### src/rtl/mem_req_arbiter_if.sv
// Handshake bundle between the fetch/load-store clients, the arbiter and the shared memory bus.
// The arbiter uses the slave modport; the client/bus environment uses master.
interface mem_req_arbiter_if;
   logic        inst_req;
   logic [31:0] inst_addr;
   logic        inst_cancel;
   logic        inst_addr_ok;
   logic        inst_data_ok;
   logic [31:0] inst_rdata;

   logic        data_req;
   logic        data_wr;
   logic [1:0]  data_size;
   logic [31:0] data_addr;
   logic [31:0] data_wdata;
   logic [3:0]  data_wstrb;
   logic        data_addr_ok;
   logic        data_data_ok;
   logic [31:0] data_rdata;

   logic        bus_req;
   logic        bus_wr;
   logic [1:0]  bus_size;
   logic [31:0] bus_addr;
   logic [31:0] bus_wdata;
   logic [3:0]  bus_wstrb;
   logic        bus_addr_ok;
   logic        bus_data_ok;
   logic [31:0] bus_rdata;

   modport slave (
      input  inst_req, inst_addr, inst_cancel,
      input  data_req, data_wr, data_size, data_addr, data_wdata, data_wstrb,
      input  bus_addr_ok, bus_data_ok, bus_rdata,
      output inst_addr_ok, inst_data_ok, inst_rdata,
      output data_addr_ok, data_data_ok, data_rdata,
      output bus_req, bus_wr, bus_size, bus_addr, bus_wdata, bus_wstrb
   );

   modport master (
      output inst_req, inst_addr, inst_cancel,
      output data_req, data_wr, data_size, data_addr, data_wdata, data_wstrb,
      output bus_addr_ok, bus_data_ok, bus_rdata,
      input  inst_addr_ok, inst_data_ok, inst_rdata,
      input  data_addr_ok, data_data_ok, data_rdata,
      input  bus_req, bus_wr, bus_size, bus_addr, bus_wdata, bus_wstrb
   );
endinterface

### src/rtl/mem_req_arbiter.sv
// Arbitrates instruction fetch and data requests onto one shared memory bus,
// data first with a starvation limit for fetch, one transaction outstanding.
module mem_req_arbiter #(
   parameter int unsigned STARVE_MAX = 4
) (
   input  logic                aclk,
   input  logic                reset,
   mem_req_arbiter_if.slave    bus_if
);

   typedef enum logic [1:0] {IDLE, INST_WAIT, DATA_WAIT} state_t;

   localparam logic [2:0] STARVE_LIM = 3'(STARVE_MAX);

   state_t     r_state;
   state_t     w_next;
   logic       r_drop;
   logic       w_drop_nxt;
   logic [2:0] r_starve_cnt;
   logic [2:0] w_starve_nxt;
   logic       w_inst_vld;
   logic       w_grant_inst;
   logic       w_grant_data;

   always_ff @(posedge aclk) begin
      if (reset) begin
         r_state      <= IDLE;
         r_drop       <= 1'b0;
         r_starve_cnt <= '0;
      end else begin
         r_state      <= w_next;
         r_drop       <= w_drop_nxt;
         r_starve_cnt <= w_starve_nxt;
      end
   end

   always_comb begin
      w_next       = r_state;
      w_drop_nxt   = r_drop;
      w_starve_nxt = r_starve_cnt;
      w_inst_vld   = bus_if.inst_req & ~bus_if.inst_cancel;
      w_grant_inst = 1'b0;
      w_grant_data = 1'b0;

      bus_if.inst_addr_ok = 1'b0;
      bus_if.inst_data_ok = 1'b0;
      bus_if.inst_rdata   = '0;
      bus_if.data_addr_ok = 1'b0;
      bus_if.data_data_ok = 1'b0;
      bus_if.data_rdata   = '0;
      bus_if.bus_req      = 1'b0;
      bus_if.bus_wr       = 1'b0;
      bus_if.bus_size     = '0;
      bus_if.bus_addr     = '0;
      bus_if.bus_wdata    = '0;
      bus_if.bus_wstrb    = '0;

      // Outputs are held at zero for the whole reset cycle, not just after the edge.
      if (!reset) begin
         unique case (r_state)
            IDLE: begin
               w_grant_inst   = w_inst_vld & (~bus_if.data_req | (r_starve_cnt == STARVE_LIM));
               w_grant_data   = bus_if.data_req & ~w_grant_inst;
               bus_if.bus_req = bus_if.data_req | w_inst_vld;
               if (w_grant_inst) begin
                  bus_if.bus_size     = 2'b10;
                  bus_if.bus_addr     = bus_if.inst_addr;
                  bus_if.inst_addr_ok = bus_if.bus_addr_ok;
                  if (bus_if.bus_addr_ok) begin
                     w_next       = INST_WAIT;
                     w_starve_nxt = '0;
                  end
               end else if (w_grant_data) begin
                  bus_if.bus_wr       = bus_if.data_wr;
                  bus_if.bus_size     = bus_if.data_size;
                  bus_if.bus_addr     = bus_if.data_addr;
                  bus_if.bus_wdata    = bus_if.data_wdata;
                  bus_if.bus_wstrb    = bus_if.data_wstrb;
                  bus_if.data_addr_ok = bus_if.bus_addr_ok;
                  if (bus_if.bus_addr_ok) begin
                     w_next = DATA_WAIT;
                     if (w_inst_vld && (r_starve_cnt != STARVE_LIM))
                        w_starve_nxt = r_starve_cnt + 3'd1;
                  end
               end
            end
            INST_WAIT: begin
               bus_if.inst_rdata   = bus_if.bus_rdata;
               bus_if.inst_data_ok = bus_if.bus_data_ok & ~r_drop & ~bus_if.inst_cancel;
               if (bus_if.bus_data_ok) begin
                  w_next     = IDLE;
                  w_drop_nxt = 1'b0;
               end else if (bus_if.inst_cancel) begin
                  w_drop_nxt = 1'b1;
               end
            end
            DATA_WAIT: begin
               bus_if.data_rdata   = bus_if.bus_rdata;
               bus_if.data_data_ok = bus_if.bus_data_ok;
               if (bus_if.bus_data_ok)
                  w_next = IDLE;
            end
            default: w_next = IDLE;
         endcase
      end
   end

endmodule
### src/flat_wrapper.sv
// flat-port wrapper written by rule: the top's interface ports become plain ports
module mem_req_arbiter_flat 
#(
   parameter int unsigned STARVE_MAX = 4
)
  (aclk, reset, bus_if_inst_req, bus_if_inst_addr, bus_if_inst_cancel, bus_if_data_req, bus_if_data_wr, bus_if_data_size, bus_if_data_addr, bus_if_data_wdata, bus_if_data_wstrb, bus_if_bus_addr_ok, bus_if_bus_data_ok, bus_if_bus_rdata, bus_if_inst_addr_ok, bus_if_inst_data_ok, bus_if_inst_rdata, bus_if_data_addr_ok, bus_if_data_data_ok, bus_if_data_rdata, bus_if_bus_req, bus_if_bus_wr, bus_if_bus_size, bus_if_bus_addr, bus_if_bus_wdata, bus_if_bus_wstrb);
  mem_req_arbiter_if bus_if_i ();
  input  logic aclk;
  input  logic reset;
  input wire logic [$bits(bus_if_i.inst_req)-1:0] bus_if_inst_req;
  input wire logic [$bits(bus_if_i.inst_addr)-1:0] bus_if_inst_addr;
  input wire logic [$bits(bus_if_i.inst_cancel)-1:0] bus_if_inst_cancel;
  input wire logic [$bits(bus_if_i.data_req)-1:0] bus_if_data_req;
  input wire logic [$bits(bus_if_i.data_wr)-1:0] bus_if_data_wr;
  input wire logic [$bits(bus_if_i.data_size)-1:0] bus_if_data_size;
  input wire logic [$bits(bus_if_i.data_addr)-1:0] bus_if_data_addr;
  input wire logic [$bits(bus_if_i.data_wdata)-1:0] bus_if_data_wdata;
  input wire logic [$bits(bus_if_i.data_wstrb)-1:0] bus_if_data_wstrb;
  input wire logic [$bits(bus_if_i.bus_addr_ok)-1:0] bus_if_bus_addr_ok;
  input wire logic [$bits(bus_if_i.bus_data_ok)-1:0] bus_if_bus_data_ok;
  input wire logic [$bits(bus_if_i.bus_rdata)-1:0] bus_if_bus_rdata;
  output wire logic [$bits(bus_if_i.inst_addr_ok)-1:0] bus_if_inst_addr_ok;
  output wire logic [$bits(bus_if_i.inst_data_ok)-1:0] bus_if_inst_data_ok;
  output wire logic [$bits(bus_if_i.inst_rdata)-1:0] bus_if_inst_rdata;
  output wire logic [$bits(bus_if_i.data_addr_ok)-1:0] bus_if_data_addr_ok;
  output wire logic [$bits(bus_if_i.data_data_ok)-1:0] bus_if_data_data_ok;
  output wire logic [$bits(bus_if_i.data_rdata)-1:0] bus_if_data_rdata;
  output wire logic [$bits(bus_if_i.bus_req)-1:0] bus_if_bus_req;
  output wire logic [$bits(bus_if_i.bus_wr)-1:0] bus_if_bus_wr;
  output wire logic [$bits(bus_if_i.bus_size)-1:0] bus_if_bus_size;
  output wire logic [$bits(bus_if_i.bus_addr)-1:0] bus_if_bus_addr;
  output wire logic [$bits(bus_if_i.bus_wdata)-1:0] bus_if_bus_wdata;
  output wire logic [$bits(bus_if_i.bus_wstrb)-1:0] bus_if_bus_wstrb;
  assign bus_if_i.inst_req = bus_if_inst_req;
  assign bus_if_i.inst_addr = bus_if_inst_addr;
  assign bus_if_i.inst_cancel = bus_if_inst_cancel;
  assign bus_if_i.data_req = bus_if_data_req;
  assign bus_if_i.data_wr = bus_if_data_wr;
  assign bus_if_i.data_size = bus_if_data_size;
  assign bus_if_i.data_addr = bus_if_data_addr;
  assign bus_if_i.data_wdata = bus_if_data_wdata;
  assign bus_if_i.data_wstrb = bus_if_data_wstrb;
  assign bus_if_i.bus_addr_ok = bus_if_bus_addr_ok;
  assign bus_if_i.bus_data_ok = bus_if_bus_data_ok;
  assign bus_if_i.bus_rdata = bus_if_bus_rdata;
  assign bus_if_inst_addr_ok = bus_if_i.inst_addr_ok;
  assign bus_if_inst_data_ok = bus_if_i.inst_data_ok;
  assign bus_if_inst_rdata = bus_if_i.inst_rdata;
  assign bus_if_data_addr_ok = bus_if_i.data_addr_ok;
  assign bus_if_data_data_ok = bus_if_i.data_data_ok;
  assign bus_if_data_rdata = bus_if_i.data_rdata;
  assign bus_if_bus_req = bus_if_i.bus_req;
  assign bus_if_bus_wr = bus_if_i.bus_wr;
  assign bus_if_bus_size = bus_if_i.bus_size;
  assign bus_if_bus_addr = bus_if_i.bus_addr;
  assign bus_if_bus_wdata = bus_if_i.bus_wdata;
  assign bus_if_bus_wstrb = bus_if_i.bus_wstrb;
  mem_req_arbiter #(.STARVE_MAX(STARVE_MAX)) u_core (.aclk(aclk), .reset(reset), .bus_if(bus_if_i));
endmodule
### config.mk
export PLATFORM = sky130hd
export DESIGN_NAME = mem_req_arbiter_flat
export DESIGN_NICKNAME = d
export VERILOG_FILES = /design/src/rtl/mem_req_arbiter_if.sv /design/src/rtl/mem_req_arbiter.sv /design/src/flat_wrapper.sv
export SDC_FILE = /design/constraint.sdc
export NUM_CORES = 1
export LEC_CHECK = 0
export CAP_MARGIN = 40
export CORE_AREA = 3 3 109 111
export DETAILED_ROUTE_END_ITERATION = 8
export DIE_AREA = 0 0 112 114
export PLACE_DENSITY = 0.7
export SLEW_MARGIN = 20
export SYNTH_ARGS = -nofsm -noshare
export SYNTH_HDL_FRONTEND = slang
export SYNTH_SLANG_ARGS = --single-unit
### constraint.sdc
create_clock -name aclk -period 2.4 [get_ports aclk]
set_input_delay 0.48 -clock aclk [delete_from_list [all_inputs] [get_ports aclk]]
set_output_delay 0.48 -clock aclk [all_outputs]
set_load 0.05 [all_outputs]
# Yosys cells after proc, flatten, opt, wreduce, memory -nomap -nowiden
# Cells that the tools add are included.
# word_totals
register_bits	6
inputBits	142
output_inout_bits	140
word_cells	84
# classes
addsub	1
n_eq_ne	10
mux	50
n_bitwise	11
n_reduce_logical	9
# ops
op	count
two-way mux 32 bit	12
two-way mux 1 bit	19
two-way mux 2 bit	9
two-way mux 4 bit	4
two-way mux 3 bit	5
!= test 3 bit (second input constant)	3
nonzero test 2 bit	3
AND 1 bit	5
AND reduction 5 bit	1
!= test 2 bit (second input constant)	2
inverter 1 bit	4
case mux 2 bit (2 select lines)	1
AND reduction 4 bit	1
adder 3 x 1 -> 3 bit (second input constant)	1
== test 3 bit (second input constant)	1
!= test 3 x 1 -> 1 bit (second input constant)	1
== test 2 x 1 -> 1 bit (second input constant)	1
== test 2 bit (second input constant)	1
logical NOT 2 bit	1
!= test 2 x 1 -> 1 bit (second input constant)	1
OR 1 bit	2
AND reduction 2 bit	1
OR reduction 2 bit	1
logical AND 1 bit	1

# Depth between registers and ports, before layout
# Gate-level depths: netlist of the first run.
# logic_depth
depth_word	9
depth_mapped	8
mapped_depth_nobuf	6

# Worst setup path before layout of the first run
# No wires, ideal clock.
# synth_timing
path_kind	flip-flop to output port
from	register u_core.r_starve_cnt[0]
to	output port bus_if_bus_addr[10]
arrival_time_ps	2107
required_time_ps	1920
setup_slack_ps	-187
stages_incl_launch_ff	8
path_buffers	1
path_cell_list	dfxtp_1 > inv_1 > ha_1 > a21bo_2 > nand2_1 > buf_2 > nand3_1 > a21oi_1
# synth_between
elab_chain_len	9
# synth_lines
element	line	text
start: declaration	mem_req_arbiter.sv:19	logic [2:0] r_starve_cnt;
start signal: assignment	mem_req_arbiter.sv:33	r_starve_cnt <= w_starve_nxt;
== test 3 bit (*)	mem_req_arbiter.sv:62	w_grant_inst = w_inst_vld & (~bus_if.data_req | (r_starve_cnt == STARVE_LIM));
OR 1 bit (*)	mem_req_arbiter.sv:62	
AND 1 bit (*)	mem_req_arbiter.sv:62	
inverter 1 bit	mem_req_arbiter.sv:63	w_grant_data = bus_if.data_req & ~w_grant_inst;
AND 1 bit	mem_req_arbiter.sv:63	
two-way mux 32 bit	mem_req_arbiter.sv:73	end else if (w_grant_data) begin
two-way mux 32 bit (*)	mem_req_arbiter.sv:65	if (w_grant_inst) begin
two-way mux 32 bit (*)	mem_req_arbiter.sv:60	unique case (r_state)
two-way mux 32 bit (*)	mem_req_arbiter.sv:59	if (!reset) begin
end: declaration	flat_wrapper.sv:31	output wire logic [$bits(bus_if_i.bus_addr)-1:0] bus_if_bus_addr;
# Every way passes the cells marked *; elsewhere a longest branch is shown, timed or not.

# Worst setup path in the final report of the first run
# layout_timing
from	register u_core.r_starve_cnt[0]
to	output port bus_if_bus_addr[6]
# Same word-level chain as after synthesis.

==> results.toml, run 1 <==
[logic_synthesis]
synthCells = 282
syn_area_per_cell_um2 = 5.99
yosysTopAreaCell = "and2_1"
synthDistinctLibCells = 29
synth_async_sr_flop_share = 0
yosys_warnings = 0
ys.flop_type = "dfxtp_1"
syn-cell-area_um2 = 1690
yosys_register_bits = 6
synth_edf_count = 0
synth_nets = 429
yosysTopAreaCellShare = 0.385
synthTopCellsByArea = "and2_1 39%, a21oi_1 11%, nand3_1 9.8%, nand2_1 8.0%, dfxtp_1 7.1%"
seq_area_frac_synth = 0.0711

[timing]
worst_pin_slew_ns = 0.490
drv_slew = 0
timing.final.hold_violations = 0
layout_setup_ws_ns = 0.0690
whs_ns = 0.521
fmax_mhz = 429
slew_headroom = 0.670
setup_viol = 0
fin_crit_sh = 0.971
fin_skew_ns = 0.000933
min_period_ns = 2.33

[placement]
io_buffers = 281
dpl.hpwl_mm = 9.77
gp_congestion = 0.884
pre_cts_ws_ns = -0.293
dpl_cell_area_um2 = 6220

[worst_setup_path]
crit_required_ns = 1.92
r2r_slack_ns = 0.73
crit_arrival_ns = 1.85
crit_fanout = 18
critPathLaunchType = "flip-flop"
critical_path_class = "reg -> out"
endpoint_kind = "primary output"

[layout]
final_common_cell = "buf_12"
nNetsFinal = 721
drive_above_1_share = 0.455
fill_cells = 857
layout_common_cells = "145 x buf_12, 137 x clkdlybuf4s50_1, 65 x and2_1"
num_antenna_cells = 0
design_area_um2 = 6600
fin_util = 0.606
synthToLayoutAreaGrowth_pct = 291

[global_route]
grt_max_degree = 34
grtUsageTotal = 0.173
met2_usage = 0.327
grt_util_met1 = 0.189
grt_antenna_before_repair = 0
overflow = 0
grt_pass1_vias = 3296
grt.busiest_layer = "met2"
grt_pass1_wl_mm = 17.8
gr-usage-met3 = 0.0525

[clocking]
root_buffer = "clkbuf_8"
clk_path_buf_depth = 2
clk_pin_slew_ns = 0.03
clock-sinks = 6
clock_latency_ns = 0.22
cts_max_level = 1
cts_tree = "built"
cts_buffers = 3

[routing]
drtIter0Drc = 146
route.vias.total = 3160
via_per_inst = 4.44
drt-total-wl_mm = 11.9
ant_nets = 0
drc = 0
wl_per_cell_um = 16.7
dr.pass1.iters = 4

[power_and_ir_drop]
pwr-share-seq = 0.070
combPwrFrac = 0.832
clockPowerShare = 0.098
power.density_nw_per_um2 = 228
p_int_mw = 0.880
switching_share = 0.415
power.leakage_nw = 2.61
peakVddDrop_v = 0.000111
switchingPower_mw = 0.624

[floorplan]
die_w_um = 112
io_pins = 282
start_util = 0.155
coreArea_um2 = 10900
die_y_um = 114
dieArea_um2 = 12800
row_count = 38

[hold_path]
min_path_type = "reg -> reg"

[status]
status = "finished clean"

[job]
maxCapViolCount = 0
[timing repair]
item / 4_1_cts / 5_1_grt
setup endpoints to repair: 73 / 60
hold buffers: 0 / 0
cloned: 4 / 1
gates resized for setup: 45 / 23
pin swaps: 6 / 8
setup buffers: 9 / 2
[power groups by stage]
stage	registers [mW]	clock network, mW	logic (mW)
6_report	0.106	0.147	1.25
5_1_grt	0.106	0.163	1.30
4_1_cts	0.106	0.152	1.24
3_5_place_dp	0.107	0	1.16
3_3_place_gp	0.107	0	1.15
2_1_floorplan	0.106	0	0.490
[cell usage after synthesis (2+ instances only)]
library cell	number
nor3_1	2
a31oi_1	2
and2_1	104
or3_1	3
o21ai_0	2
nand2_1	36
clkbuf_1	13
buf_2	6
nor2_1	7
buf_6	5
ha_1	5
a21oi_1	37
nand3_1	33
clkbuf_2	2
inv_1	5
dfxtp_1	6
nor2b_1	2
[through the flow]
step,std cells,TNS (ns),power [mW]
CTS,709,0,1.50
global route,712,-0.00109,1.57
floorplan,282,0,0.596
global placement,693,-13.47,1.25
finish,712,0,1.50
detailed placement,693,-16.42,1.27
[flip-flops by register name, indices dropped and copies added, names as in the netlist]
name,count
u_core.r_drop,1
u_core.r_starve_cnt,3
u_core.r_state,2
[metal layers]
| layer | wire, um | vias to the layer above |
|---|---|---|
| li1 | - | 1509 |
| met1 | 4140 | 1437 |
| met2 | 6290 | 198 |
| met4 | 255 | 0 |
| met5 | 0 | - |
| met3 | 1190 | 16 |
[worst max-delay path: stages, from the launching register on]
cell and delay (ns):
dfxtp_2 0.34, inv_1 0.05, ha_2 0.21, a21bo_2 0.27, nand2_4 0.11, buf_12 0.15
nand3_1 0.10, a21oi_2 0.24, buf_12 0.17
[logic make-up after synthesis]
| family | after synthesis | synth area share |
|---|---|---|
| DFF | 6 | 0.0711 |
| adders and majority gates | 5 | 0.0370 |
| and+or+nand+nor | 195 | 0.641 |
| AOI/OAI and AO/OA | 45 | 0.153 |
| buffers and inverters | 31 | 0.0970 |
[cell type report]
class	count	area, um2	area share
multi-input cells	247	1670	0.253
well taps	140	175	0.0265
inverters	5	18.8	0.00284
clock buffers	3	41.3	0.00626
flip-flops and latches	6	121	0.0184
repair buffers	311	4570	0.693
[final timing paths]
kind / to / start / depth (start not counted)
worst max-delay path: bus_if_bus_addr[6] / u_core.r_starve_cnt[0]$_SDFFE_PP0P_ / 8
worst min-delay path: u_core.r_starve_cnt[0]$_SDFFE_PP0P_ / u_core.r_starve_cnt[0]$_SDFFE_PP0P_ / 2
worst max register to register: u_core.r_state[1]$_SDFFE_PP0P_ / u_core.r_starve_cnt[0]$_SDFFE_PP0P_ / 6
worst min register to register: u_core.r_starve_cnt[0]$_SDFFE_PP0P_ / u_core.r_starve_cnt[0]$_SDFFE_PP0P_ / 2
Power figures use the tool's default switching activity.
==> run 2: changes to the inputs <==
--- a/config.mk
+++ b/config.mk
@@ -10,7 +10,6 @@
 export DETAILED_ROUTE_END_ITERATION = 8
 export DIE_AREA = 0 0 112 114
 export PLACE_DENSITY = 0.7
-export SLEW_MARGIN = 20
 export SYNTH_ARGS = -nofsm -noshare
 export SYNTH_HDL_FRONTEND = slang
 export SYNTH_SLANG_ARGS = --single-unit
==> results of run 2 <==
The final DEF is identical to that of run 1; final timing and power are the same.
==> run 3: changes to the inputs <==
--- a/config.mk
+++ b/config.mk
@@ -6,10 +6,11 @@
 export NUM_CORES = 1
 export LEC_CHECK = 0
 export CAP_MARGIN = 40
-export CORE_AREA = 3 3 109 111
+export CORE_ASPECT_RATIO = 0.5
+export CORE_MARGIN = 8
+export CORE_UTILIZATION = 22
 export DETAILED_ROUTE_END_ITERATION = 8
-export DIE_AREA = 0 0 112 114
-export PLACE_DENSITY = 0.7
+export PLACE_DENSITY = 0.92
 export SYNTH_ARGS = -nofsm -noshare
 export SYNTH_HDL_FRONTEND = slang
 export SYNTH_SLANG_ARGS = --single-unit
==> run 3 against run 2 <==
  * The run now ends with negative setup slack left
  * Clock-buffer cell count stayed put
  * Register-to-register slack worse by 0.17 ns
  * Clock power is 94% higher
  * Final area is 1.2% higher
  * First-iteration DRC count grew to 2.7 times the previous value
  * Fmax is 9.7% lower
  * Wire length is 58% higher
  * Combinational power is 6% higher
  * Sequential cell count stayed put
  * Critical path type unchanged
  * Critical endpoint is now bus_if_bus_addr[19]
  * Largest cell class unchanged
==> results.toml, run 3 (synthesis results as in run 1) <==
[layout]
largest_registers = "u_core.r_starve_cnt (3), u_core.r_state (2), u_core.r_drop (1)"
fill_cells = 252
synthToLayoutAreaGrowth_pct = 295
drive_above_1_share = 0.473
largest_reg_flops = 3
nNetsFinal = 724
final_cell_count_no_fill = 672
layout_common_cells = "146 x buf_12, 137 x clkdlybuf4s50_1, 65 x and2_1"
largest_register = "u_core.r_starve_cnt"
design_area_um2 = 6680
final_common_cell = "buf_12"

[timing]
rsz0062_at_grt = "true"
timing.final.hold_violations = 0
slew_headroom = 0.591
setup_viol = 34
min_period_ns = 2.58
fin_crit_sh = 1.08
fmax_mhz = 387
worst_pin_slew_ns = 0.606
layout_setup_ws_ns = -0.182
drv_slew = 0
fin_skew_ns = 0.000756

[global_route]
grt_max_degree = 37
grt_pass1_vias = 3845
overflow = 0
grt_pass1_wl_mm = 23.8
grtUsageTotal = 0.281
grt_antenna_before_repair = 1

[worst_setup_path]
endpoint_kind = "primary output"
critPathLaunchType = "flip-flop"
crit_arrival_ns = 2.10
timing.rr.end = "u_core.r_state[1]$_SDFFE_PP0P_"
critical_path_class = "reg -> out"
crit_required_ns = 1.92
r2r_start = "u_core.r_starve_cnt[0]$_SDFFE_PP0P_"
worstRegToRegCells = 6
crit_fanout = 17
r2r_slack_ns = 0.56

[clocking]
clock_latency_ns = 0.23
cts_max_level = 1
clk_path_buf_depth = 2
clk_pin_slew_ns = 0.04
cts_buffers = 3
root_buffer = "clkbuf_16"
clock-sinks = 6
cts_tree = "built"

[placement]
gp_congestion = 0.914
pre_cts_ws_ns = -0.233
dp.cells = 649
dpl.hpwl_mm = 11.9
io_buffers = 281
dpl_cell_area_um2 = 6170

[routing]
via_per_inst = 5.46
dr.pass1.iters = 5
drtIter0Drc = 400
drc = 0
ant_nets = 0
wl_per_cell_um = 27.9
drt-total-wl_mm = 18.7
route.vias.total = 3669

[power_and_ir_drop]
power.leakage_nw = 2.66
finalPower_mw = 1.72
power.density_nw_per_um2 = 258
peakVddDrop_v = 0.000303

[job]
maxCapViolCount = 0

[hold_path]
min_to = "u_core.r_state[1]$_SDFFE_PP0P_"
whs_path_depth = 2
min_path_type = "reg -> reg"
min_from = "u_core.r_state[1]$_SDFFE_PP0P_"

[floorplan]
row_count = 22
die_w_um = 140
start_util = 0.229
die_y_um = 78.0
io_pins = 282
dieArea_um2 = 10900
coreArea_um2 = 7380

[status]
status = "complete, but fails checks"
violations = "negative setup slack"
run 3: worst max path at each step:
stage	start	endpoint	cells after the start
global placement	bus_if_inst_cancel	bus_if_bus_addr[0]	6
floorplan	u_core.r_starve_cnt[0]$_SDFFE_PP0P_	bus_if_bus_addr[0]	6
detailed placement	bus_if_inst_req	bus_if_bus_addr[14]	6
finish	u_core.r_starve_cnt[0]$_SDFFE_PP0P_	bus_if_bus_addr[19]	8
CTS	u_core.r_state[0]$_SDFFE_PP0P_	bus_if_bus_wdata[3]	8
global route	u_core.r_starve_cnt[0]$_SDFFE_PP0P_	bus_if_bus_addr[19]	8
run 3: final cells by class:
class	count	area, um2	share of cell area
Tap cell	96	120	0.0180
Inverter	5	18.8	0.00281
Sequential cell	6	125	0.0187
Antenna cell	1	2.50	0.000375
Timing Repair Buffer	313	4600	0.689
Clock buffer	3	75.1	0.0112
Multi-Input combinational cell	248	1730	0.260
run 3: metal layers:
layer	vias up	share of wire	global-route usage
met4	0	0.077	0.164
li1	1517	-	-
met1	1706	0.30	0.242
met5	-	0	0
met2	326	0.54	0.589
met3	120	0.085	0.0665
run 3: critical path, stage by stage, from the launching register on:
cell and delay [ns]:
dfxtp_4 0.37, inv_2 0.06, ha_4 0.18, a21bo_4 0.27, nand2_8 0.12, buf_16 0.16, nand3_1 0.24, a21oi_2 0.29
buf_12 0.17
run 3: repair_timing:
item	in CTS	in global routing
setup buffers	6	7
gates cloned	4	3
gates resized for setup	62	16
pin swaps	20	17
hold buffers	0	0
setup endpoints to repair	72	72
run 3: report_power, final:
group	total (mW)	internal, mW	switching (mW)
clock	0.285	0.215	0.0698
sequential	0.106	0.102	0.00350
combinational	1.33	0.677	0.654
run 3: per-stage QoR:
| stage | util | hold slack [ns] | TNS, ns |
|---|---|---|---|
| final | 0.906 | 0.577 | -0.967 |
| after global routing | 0.906 | 0.592 | -2.37 |
| after CTS | 0.888 | 0.533 | 0 |
| after detailed placement | 0.836 | 0.519 | -13.91 |
| after global placement | 0.836 | 0.493 | -11.05 |
| after floorplan | - | 0.476 | 0 |
